$ cat config.mk
export PLATFORM = sky130hd
export DESIGN_NAME = booth_mult_n
export DESIGN_NICKNAME = d
export VERILOG_FILES = /design/src/rtl/booth_pkg.sv /design/src/rtl/booth_mult_n_dp.sv /design/src/rtl/booth_mult_n.sv
export SDC_FILE = /design/constraint.sdc
export NUM_CORES = 1
export LEC_CHECK = 0
export ABC_AREA = 0
export BUFFER_PORTS_ARGS = -buffer_cell sky130_fd_sc_hd__buf_2
export CORE_UTILIZATION = 35
export CTS_BUF_LIST = sky130_fd_sc_hd__clkbuf_4
export DETAILED_ROUTE_END_ITERATION = 16
export GPL_ROUTABILITY_DRIVEN = 0
export PLACE_DENSITY = 0.63
export SETUP_SLACK_MARGIN = 0.4
export SYNTH_ARGS = -nofsm -noshare
export SYNTH_HDL_FRONTEND = slang
export SYNTH_SLANG_ARGS = --single-unit
$ cat constraint.sdc
create_clock -name clk -period 2.56 [get_ports clk]
set_clock_uncertainty 0.05 [all_clocks]
set_input_delay 0.256 -clock clk [delete_from_list [all_inputs] [get_ports clk]]
set_output_delay 0.256 -clock clk [all_outputs]
set_load 0.02 [all_outputs]
$ cat src/rtl/booth_pkg.sv
// booth_pkg: shared FSM state encoding and default operand width for the Booth multiplier
package booth_pkg;
  localparam int WIDTH_DEF = 8;
  typedef enum logic [1:0] {IDLE, LOAD, RUN, DONE} state_t;
endpackage

$ cat src/rtl/booth_mult_n_dp.sv
// booth_mult_n_dp: radix-2 Booth datapath holding M, A, Q, Q(-1) with one add/sub-and-shift step per cycle
module booth_mult_n_dp import booth_pkg::*; #(
  parameter int WIDTH = WIDTH_DEF
) (
  input  logic               clk,
  input  logic               rst,
  input  logic               ld,
  input  logic               add,
  input  logic               sub,
  input  logic               sh,
  input  logic               signed_mode,
  input  logic [WIDTH-1:0]   a,
  input  logic [WIDTH-1:0]   b,
  output logic               q0,
  output logic               qm1,
  output logic [2*WIDTH-1:0] prod
);
  localparam int W1 = WIDTH + 1;
  logic [W1-1:0] m, q;
  logic [W1:0]   acc, m_x, sum;
  logic          qm;
  assign m_x  = {m[W1-1], m};
  assign sum  = add ? acc + m_x : sub ? acc - m_x : acc;
  assign q0   = q[0];
  assign qm1  = qm;
  assign prod = {acc[WIDTH-2:0], q};
  // the extra top bit of each operand makes unsigned values positive in the signed algorithm
  always_ff @(posedge clk or negedge rst)
    if (!rst) begin
      m   <= '0;
      q   <= '0;
      acc <= '0;
      qm  <= 1'b0;
    end else if (ld) begin
      m   <= {signed_mode & a[WIDTH-1], a};
      q   <= {signed_mode & b[WIDTH-1], b};
      acc <= '0;
      qm  <= 1'b0;
    end else if (sh) begin
      {acc, q, qm} <= {sum[W1], sum, q};
    end
endmodule

$ cat src/rtl/booth_mult_n.sv
// booth_mult_n: sequential radix-2 Booth multiplier with signed/unsigned mode and fixed WIDTH+3 latency
module booth_mult_n import booth_pkg::*; #(
  parameter int WIDTH = WIDTH_DEF
) (
  input  logic               clk,
  input  logic               rst,
  input  logic               start,
  input  logic               signed_mode,
  input  logic [WIDTH-1:0]   a,
  input  logic [WIDTH-1:0]   b,
  output logic               ready,
  output logic               busy,
  output logic               done,
  output logic [2*WIDTH-1:0] product
);
  localparam int CW = $clog2(WIDTH + 2);
  state_t state, nxt;
  logic [CW-1:0] cnt;
  logic [2*WIDTH-1:0] prod;
  logic q0, qm1, run_op, accept;
  assign ready  = (state == IDLE) || (state == DONE);
  assign busy   = (state == LOAD) || (state == RUN);
  assign done   = (state == DONE);
  assign accept = ready & start;
  assign run_op = (state == RUN) && (cnt != '0);
  always_comb
    nxt = (state == LOAD) ? RUN :
          (state == RUN)  ? ((cnt == '0) ? DONE : RUN) :
          (start ? LOAD : IDLE);
  // operands are captured at acceptance so changes while busy cannot leak in
  booth_mult_n_dp #(.WIDTH(WIDTH)) u_dp (
    .clk(clk), .rst(rst), .ld(accept), .add(run_op & ~q0 & qm1), .sub(run_op & q0 & ~qm1),
    .sh(run_op), .signed_mode(signed_mode), .a(a), .b(b), .q0(q0), .qm1(qm1), .prod(prod)
  );
  always_ff @(posedge clk or negedge rst)
    if (!rst) begin
      state   <= IDLE;
      cnt     <= '0;
      product <= '0;
    end else begin
      state <= nxt;
      if (state == LOAD) cnt <= CW'(WIDTH + 1);
      else if (run_op) cnt <= cnt - 1'b1;
      if (state == RUN && cnt == '0) product <= prod;
    end
endmodule

# Word-level counts from Yosys, hierarchy flattened
# Cells that the tools add are included.
# op_classes
reduce_logical	9
eq_ne	3
add_sub_neg	3
bitwise_logic	9
muxes	14
# op_table
cell	count
$mux 10	4
$mux 9	2
$add 10x10->10	1
$sub 10x10->10	1
$mux 4	2
$and 1x1->1	7
$eq 2x2->1 const B	2
$logic_not 4->1	1
$mux 1	4
$mux 2	2
$reduce_bool 2->1	2
$reduce_bool 4->1	1
$sub 4x1->4 const B	1
$eq 2x1->1 const B	1
$logic_and 1x1->1	2
$logic_not 2->1	1
$logic_or 1x1->1	2
$not 1->1	2
# totals
word_cells	45
reg_bits	51
output_inout_bits	19
in_bits	20

# Depth between registers and ports, before layout
# Gate-level depths: netlist of the first run.
# depth
ltp_word	8
mapped_depth	9
depth_no_buf	9

# Modules after synthesis
# From an unflattened synthesis of the first run, not the netlist that was laid out.
# unflattened
hier_cells	352
hier_area_um2	3405.8
# by_module_without_submodules
module	instances	seq_area_each_um2	cells_each	area_per_inst_um2
booth_mult_n_dp	1	700.7	283	2401.1
booth_mult_n	1	550.5	69	1004.7

# Worst setup path after synthesis of the first run
# OpenSTA, ideal clock, no wires.
# synth_timing
path_kind	register -> register
startpoint	register u_dp.m[1]
endpoint	register u_dp.acc[6]
setup_time_ns	0.065
slack_ns	0.394
synth_period_minus_slack_ns	2.166
required_ns	2.445
path_stages_with_launch	9
arrival_time_ns	2.051
path_buffers	0
cell_sequence	dfrtp_1 > inv_1 > ha_1 > nand2b_1 > a221oi_1 > o221a_2 > mux2_2 > nor4_1 > o21a_1
# synth_via
elab_chain_len	5
elab_cells_between_ends	6
classes_between	2 x add/sub; 4 x mux
# synth_lines
element	line	rtl
start, declared	booth_mult_n_dp.sv:19	logic [W1-1:0] m, q;
start signal, assigned	booth_mult_n_dp.sv:35	m <= {signed_mode & a[WIDTH-1], a};
$sub 10x10->10	booth_mult_n_dp.sv:23	assign sum = add ? acc + m_x : sub ? acc - m_x : acc;
$mux 10	booth_mult_n_dp.sv:23	
$mux 10 *	booth_mult_n_dp.sv:23	
$mux 10 *	booth_mult_n_dp.sv:39	end else if (sh) begin
$mux 10 *	booth_mult_n_dp.sv:34	end else if (ld) begin
end signal, assigned	booth_mult_n_dp.sv:40	{acc, q, qm} <= {sum[W1], sum, q};
end, declared	booth_mult_n_dp.sv:20	logic [W1:0] acc, m_x, sum;
# Mark *: on every way between the ends. The rest lies on a longest branch, timed or not. The select of a mux whose other input is x is not followed.
# A chain may end at the register's enable or synchronous reset.

# Worst setup path in the final report of the first run
# layout_timing
startpoint	register u_dp.m[5]
endpoint	register u_dp.acc[7]
# Same word-level chain as after synthesis.

==> results.yml, run 1 <==
global_route:
  grt_usage_pct: 16.9
  grt_max_degree: 21
  grt_pass1_wl_um: 13000
  grt_pass1_vias: 2620
  antenna_found_initial: 0
  grt_overflow_total: 0
critical_path:
  cp-start-kind: "flip-flop"
  worst_ep_required_time_ns: 2.80
  crit_path_max_incr_delay_ns: 0.43
  critical_path.max_fanout: 9
  path_cells: "inv_1, ha_2, o21a_1, or2_1, a31o_2, or3_1, a21oi_1, o21ai_1"
  cp.arrival_ns: 2.43
  reg2reg_slack_ns: 0.36
  cp-end-kind: "flip-flop"
  critPathKind: "reg2reg"
  cp_num_buf_inv: 1
  cp_top_family: "compound AO/OA/AOI/OAI gates"
  slowest_stage: "dfrtp_1"
finish:
  seq_area_sq_mm: 0.00125
  utilization_pct: 43.5
  fillers: 827
  diodes: 0
  drive_gt1_share_pct: 33.0
  fin_nets: 435
  final_cell_mix: "47 x dfrtp_1, 41 x nand2_1, 38 x buf_2"
  multiInputGateArea_sq_mm: 0.00185
  final_common_cell: "dfrtp_1"
  synthToLayoutAreaGrowth_pct: 20.9
cts:
  path_clk_slew_ns: 0.16
  clock_path_buffers: 2
  cts_tree: "done"
  cts-root-buf: "clkbuf_4"
  insertion_delay_ns: 0.38
  htree_levels: 2
  cts_buffers: 5
  cts.sinks: 50
sta:
  finalMaxSlewViolations: 0
  period_share_pct: 85.8
  setup_viol: 0
  setup_tns_ns: 0
  final_hold_viol_count: 0
  fin_ws_ns: 0.364
  rsz0062_at_grt: "true"
  max_freq_mhz: 455
  maxSlewHeadroom_pct: 53.7
  period_needed_ns: 2.20
  tightestPinTransition_ns: 0.693
placement:
  pre_cts_ws_ns: 0.263
  hpwl_um: 5420
  io_buffers: 38
floorplan:
  dieArea_sq_mm: 0.00935
  die_h_um: 96.7
  initial_core_util_pct: 36.0
  core-area_sq_mm: 0.00872
  io_pins: 39
  rows: 34
  fp.dieW_um: 96.7
synthesis:
  synthCells: 338
  yosys.area.top_type_share_pct: 39.9
  synth_area_leaders: "dfrtp_1 40%, ha_1 8.8%, mux2_2 6.1%"
  ys.flop_type: "dfrtp_1"
  synth.distinct_cells: 60
  syn_avg_cell_area_sq_um: 9.28
  yosys_warnings: 0
  ys_ff_latch: 50
  syn-num-nets: 382
  async_flop_share_pct: 100
  synthesis.area_sq_mm: 0.00314
  seq_area_frac_synth_pct: 39.9
  synth_edf_count: 0
  yosysTopAreaCell: "dfrtp_1"
drt:
  drt_pass1_iterations: 4
  postRouteAntennaNets: 0
  vias_per_cell: 5.34
  wire_per_inst_um: 15.5
  vias: 2664
  drcViolationCount: 0
  drt_iter0_drc: 220
  wirelength_um: 7750
power_and_ir_drop:
  power.density_mw_per_mm2: 1320
  p_sw_share_pct: 47.4
  p_leak_uw: 0.00179
  comb_power_share_pct: 64.4
  p_clk_share_pct: 7.9
  intPower_uw: 2630
  p_seq_share_pct: 27.7
  ir_worst_vdd_uv: 1040
  p_sw_uw: 2370
hold_path:
  hold_class: "in2reg"
run:
  maxCapViolCount: 0
status:
  outcome: "completed"
## power groups by stage
stage	Sequential (uW)	Combinational [uW]	Clock, uW
after detailed placement	1400	2770	0
after floorplan	1480	1990	0
after global routing	1430	3570	433
after global placement	1390	2750	0
after CTS	1380	3070	407
final	1390	3230	394
## through the flow
step	instance area, sq um	hold slack, ns	power [uW]	cells
2_1_floorplan	3140	-0.0896	3470	338
3_3_place_gp	3460	0.131	4140	477
3_5_place_dp	3460	0.135	4170	477
4_1_cts	3730	0.000880	4860	497
5_1_grt	3790	0.0216	5430	499
6_report	3790	0.0112	5010	499
## cell usage after synthesis (4+ instances only)
cell type,count
mux2_2,17
a21oi_1,17
nor3_1,4
nand2b_1,8
inv_1,27
a211oi_1,5
o21a_1,4
nor2_1,28
o21ai_0,20
a31oi_1,9
clkbuf_1,10
ha_1,22
nor2b_1,6
nand3_1,4
nand2_1,41
dfrtp_1,50
## cells by family (layout without fill, tap and decap cells)
family / after synthesis / count (layout) / synth area share, %
and+or+nand+nor: 110 / 110 / 17.1
DFF: 50 / 50 / 39.9
muxes: 18 / 18 / 6.42
xor gates and xnor gates: 6 / 6 / 1.67
adders and majority gates: 24 / 24 / 10.0
buffers and inverters: 45 / 98 / 6.14
AOI/OAI and AO/OA: 85 / 85 / 18.8
## flip-flops by register name, summed over array words and instances (netlist names)
register,count
product,16
state,2
u_dp.acc,9
cnt,4
u_dp.qm1,1
u_dp.m,9
u_dp.q,9
## final timing paths
kind	startpoint	to	cells past startpoint
worst max register to register	u_dp.m[5]	u_dp.acc[7]	8
worst max-delay path	u_dp.m[5]	u_dp.acc[7]	8
min in group asynchronous	rst	u_dp.q[5]	2
worst min register to register	product[10]	product[10]	1
worst min-delay path	a[0]	u_dp.m[0]	3
max in group asynchronous	rst	u_dp.acc[5]	3
## worst register-to-register path, cell delays in order, from the launching register on
cell and delay (ns):
dfrtp_1 0.43, inv_1 0.08, ha_2 0.33, o21a_1 0.20
or2_1 0.23, a31o_2 0.24, or3_1 0.33, a21oi_1 0.13
o21ai_1 0.08
## cell type report
cell class / count / area share, %
tap: 108 / 3.56
clock buffer: 5 / 0.989
clock inverter: 2 / 0.462
inverter: 27 / 2.74
timing repair buffer: 64 / 10.4
multi-input combinational: 243 / 48.8
sequential: 50 / 33.1
## metal layers
layer / routed length, um / vias to the layer above / global-route usage (%)
met2: 3630 / 94 / 27.4
met5: 0 / - / 0
met3: 480 / 8 / 3.25
met1: 3580 / 1282 / 23.2
li1: - / 1280 / -
met4: 62 / 0 / 4.25
## timing repair
action                                 CTS  global route
resized for setup                       31            10
endpoints found under the hold margin   14             0
setup endpoints to repair                7             8
buffers inserted                        12             2
hold buffers                             1             0
pin swaps                               23            13
Note: power is estimated with default switching activity, not from simulation.
==> run 2: changes to the inputs <==
Settings changed: HOLD_SLACK_MARGIN set to 0.06.
==> run 2 against run 1 <==
Effect of this change:
- worst setup slack better by 0.013 ns
- sequential cell count stayed put
- wire length is 0.44% higher
- non-clock buffer count is 8 higher
- via count is 0.45% higher
- combinational power hardly changed
- highest routed layer unchanged
- sequential power hardly changed
- critical path depth stayed put
- power is 0.27% higher
==> results.yml, run 2 (synthesized netlist as in run 1, its figures left out) <==
hold_path:
  hold_class: "in2reg"
  min_to: "u_dp.q[8]"
  whs_path_depth: 3
  min_from: "b[7]"
sta:
  period_needed_ns: 2.18
  rsz0062_at_grt: "true"
  tightestPinTransition_ns: 0.692
  max_freq_mhz: 458
  finalMaxSlewViolations: 0
  final_hold_viol_count: 0
  period_share_pct: 85.3
  setup_tns_ns: 0
  maxSlewHeadroom_pct: 53.7
  setup_viol: 0
critical_path:
  slowest_stage: "dfrtp_1"
  critical_path.max_fanout: 9
  cp.arrival_ns: 2.42
  worst_ep_required_time_ns: 2.80
  critPathKind: "reg2reg"
  cp-end-kind: "flip-flop"
  reg2reg_from: "u_dp.m[5]"
  crit_path_max_incr_delay_ns: 0.43
  reg2reg_to: "u_dp.acc[7]"
  reg2reg_slack_ns: 0.38
  path_cells: "inv_1, ha_2, o21a_1, or2_1, a31o_2, or3_1, a21oi_1, o21ai_1"
  rr_worst_depth: 8
  cp-start-kind: "flip-flop"
floorplan:
  initial_core_util_pct: 36.0
  dieArea_sq_mm: 0.00935
  die_h_um: 96.7
  rows: 34
  fp.dieW_um: 96.7
  core-area_sq_mm: 0.00872
  io_pins: 39
cts:
  path_clk_slew_ns: 0.17
  htree_levels: 2
  cts_buffers: 5
  cts-root-buf: "clkbuf_4"
  cts_tree: "done"
  clock_path_buffers: 2
  insertion_delay_ns: 0.38
  cts.sinks: 50
power_and_ir_drop:
  ir_worst_vdd_uv: 1040
  power.density_mw_per_mm2: 1300
  p_leak_uw: 0.00182
finish:
  diodes: 0
  final_cell_mix: "47 x dfrtp_1, 41 x nand2_1, 38 x buf_2"
  drive_gt1_share_pct: 32.3
  fin_area_sq_mm: 0.00387
  largest_register_ff_count: 16
  top_register: "product"
  fin_nets: 443
  final_common_cell: "dfrtp_1"
  synthToLayoutAreaGrowth_pct: 23.5
placement:
  io_buffers: 38
  place_area_sq_mm: 0.00346
  hpwl_um: 5420
drt:
  postRouteAntennaNets: 0
  routed-wl-met3_um: 424
  m1WireLength_um: 3680
  topRoutingLayerUsed: "met4"
  drt_pass1_iterations: 4
  vias_per_cell: 5.28
  drcViolationCount: 0
  wirelength_um: 7790
  wl_met2_um: 3580
  wire_per_inst_um: 15.4
  drt_iter0_drc: 222
  vias: 2676
global_route:
  grt_overflow_total: 0
  grt_pass1_vias: 2658
  grt_pass1_wl_um: 13100
  antenna_found_initial: 0
  grt_usage_pct: 17.0
  grt_max_degree: 21
status:
  outcome: "completed"
run:
  maxCapViolCount: 0
==> run 2: cell count changes in the layout (fill, tap and decap cells not counted) <==
cell / before / now
dlygate4sd3_1: 1 / 9
==> run 2: metrics by stage <==
stage	hold slack [ns]	cells	worst slack, ns	utilization, %	power [uW]
after global routing	0.0805	507	0.233	44.4	5440
after CTS	0.0645	505	0.377	43.7	4870
after detailed placement	0.135	477	0.263	39.7	4170
final	0.0716	507	0.377	44.4	5020
after global placement	0.131	477	0.334	39.7	4140
after floorplan	-0.0896	338	0.429	-	3470
==> run 2: critical path: cells and delay by family (launching register included) <==
family / cells / cell delay, ns
compound gates: 4 / 0.65
fa+ha+maj: 1 / 0.33
buf+inv: 1 / 0.08
flops: 1 / 0.43
simple gates: 2 / 0.55
==> run 2: final cells by class <==
| type | count | area, sq um |
|---|---|---|
| clock buffers | 5 | 37.5 |
| clock inverters | 2 | 17.5 |
| fillers | 824 | 4850 |
| inverters | 27 | 104 |
| multi-input cells | 243 | 1850 |
| flip-flops and latches | 50 | 1250 |
| well taps | 108 | 135 |
| repair buffers | 72 | 475 |
==> run 2: worst max-delay path by stage <==
stage | slack, ns | from | cells after the start | end
finish | 0.38 | u_dp.m[5] | 8 | u_dp.acc[7]
global placement | 0.33 | u_dp.m[1] | 8 | u_dp.acc[6]
detailed placement | 0.26 | u_dp.m[1] | 8 | u_dp.acc[6]
global route | 0.23 | u_dp.m[5] | 8 | u_dp.acc[7]
CTS | 0.38 | u_dp.m[0] | 9 | u_dp.acc[7]
floorplan | 0.43 | u_dp.acc[5] | 8 | u_dp.acc[7]
==> run 2: timing repair <==
action	in CTS	in global routing
buffers inserted	12	2
hold buffers	9	0
endpoints found under the hold margin	22	0
resized for setup	31	10
pin swaps	23	13
setup endpoints to repair	7	8
==> run 2: power by group <==
| part | switching [uW] | internal, uW | leakage (uW) |
|---|---|---|---|
| sequential | 246 | 1140 | 0.000622 |
| clock | 284 | 110 | 0.0000321 |
| combinational | 1850 | 1390 | 0.00116 |
| total | 2380 | 2640 | 0.00182 |
==> run 2: per-layer routing <==
metal / GRT usage (%) / up-vias
li1: - / 1298
met5: 0 / -
met4: 4.25 / 0
met2: 27.6 / 75
met1: 23.1 / 1291
met3: 3.47 / 12
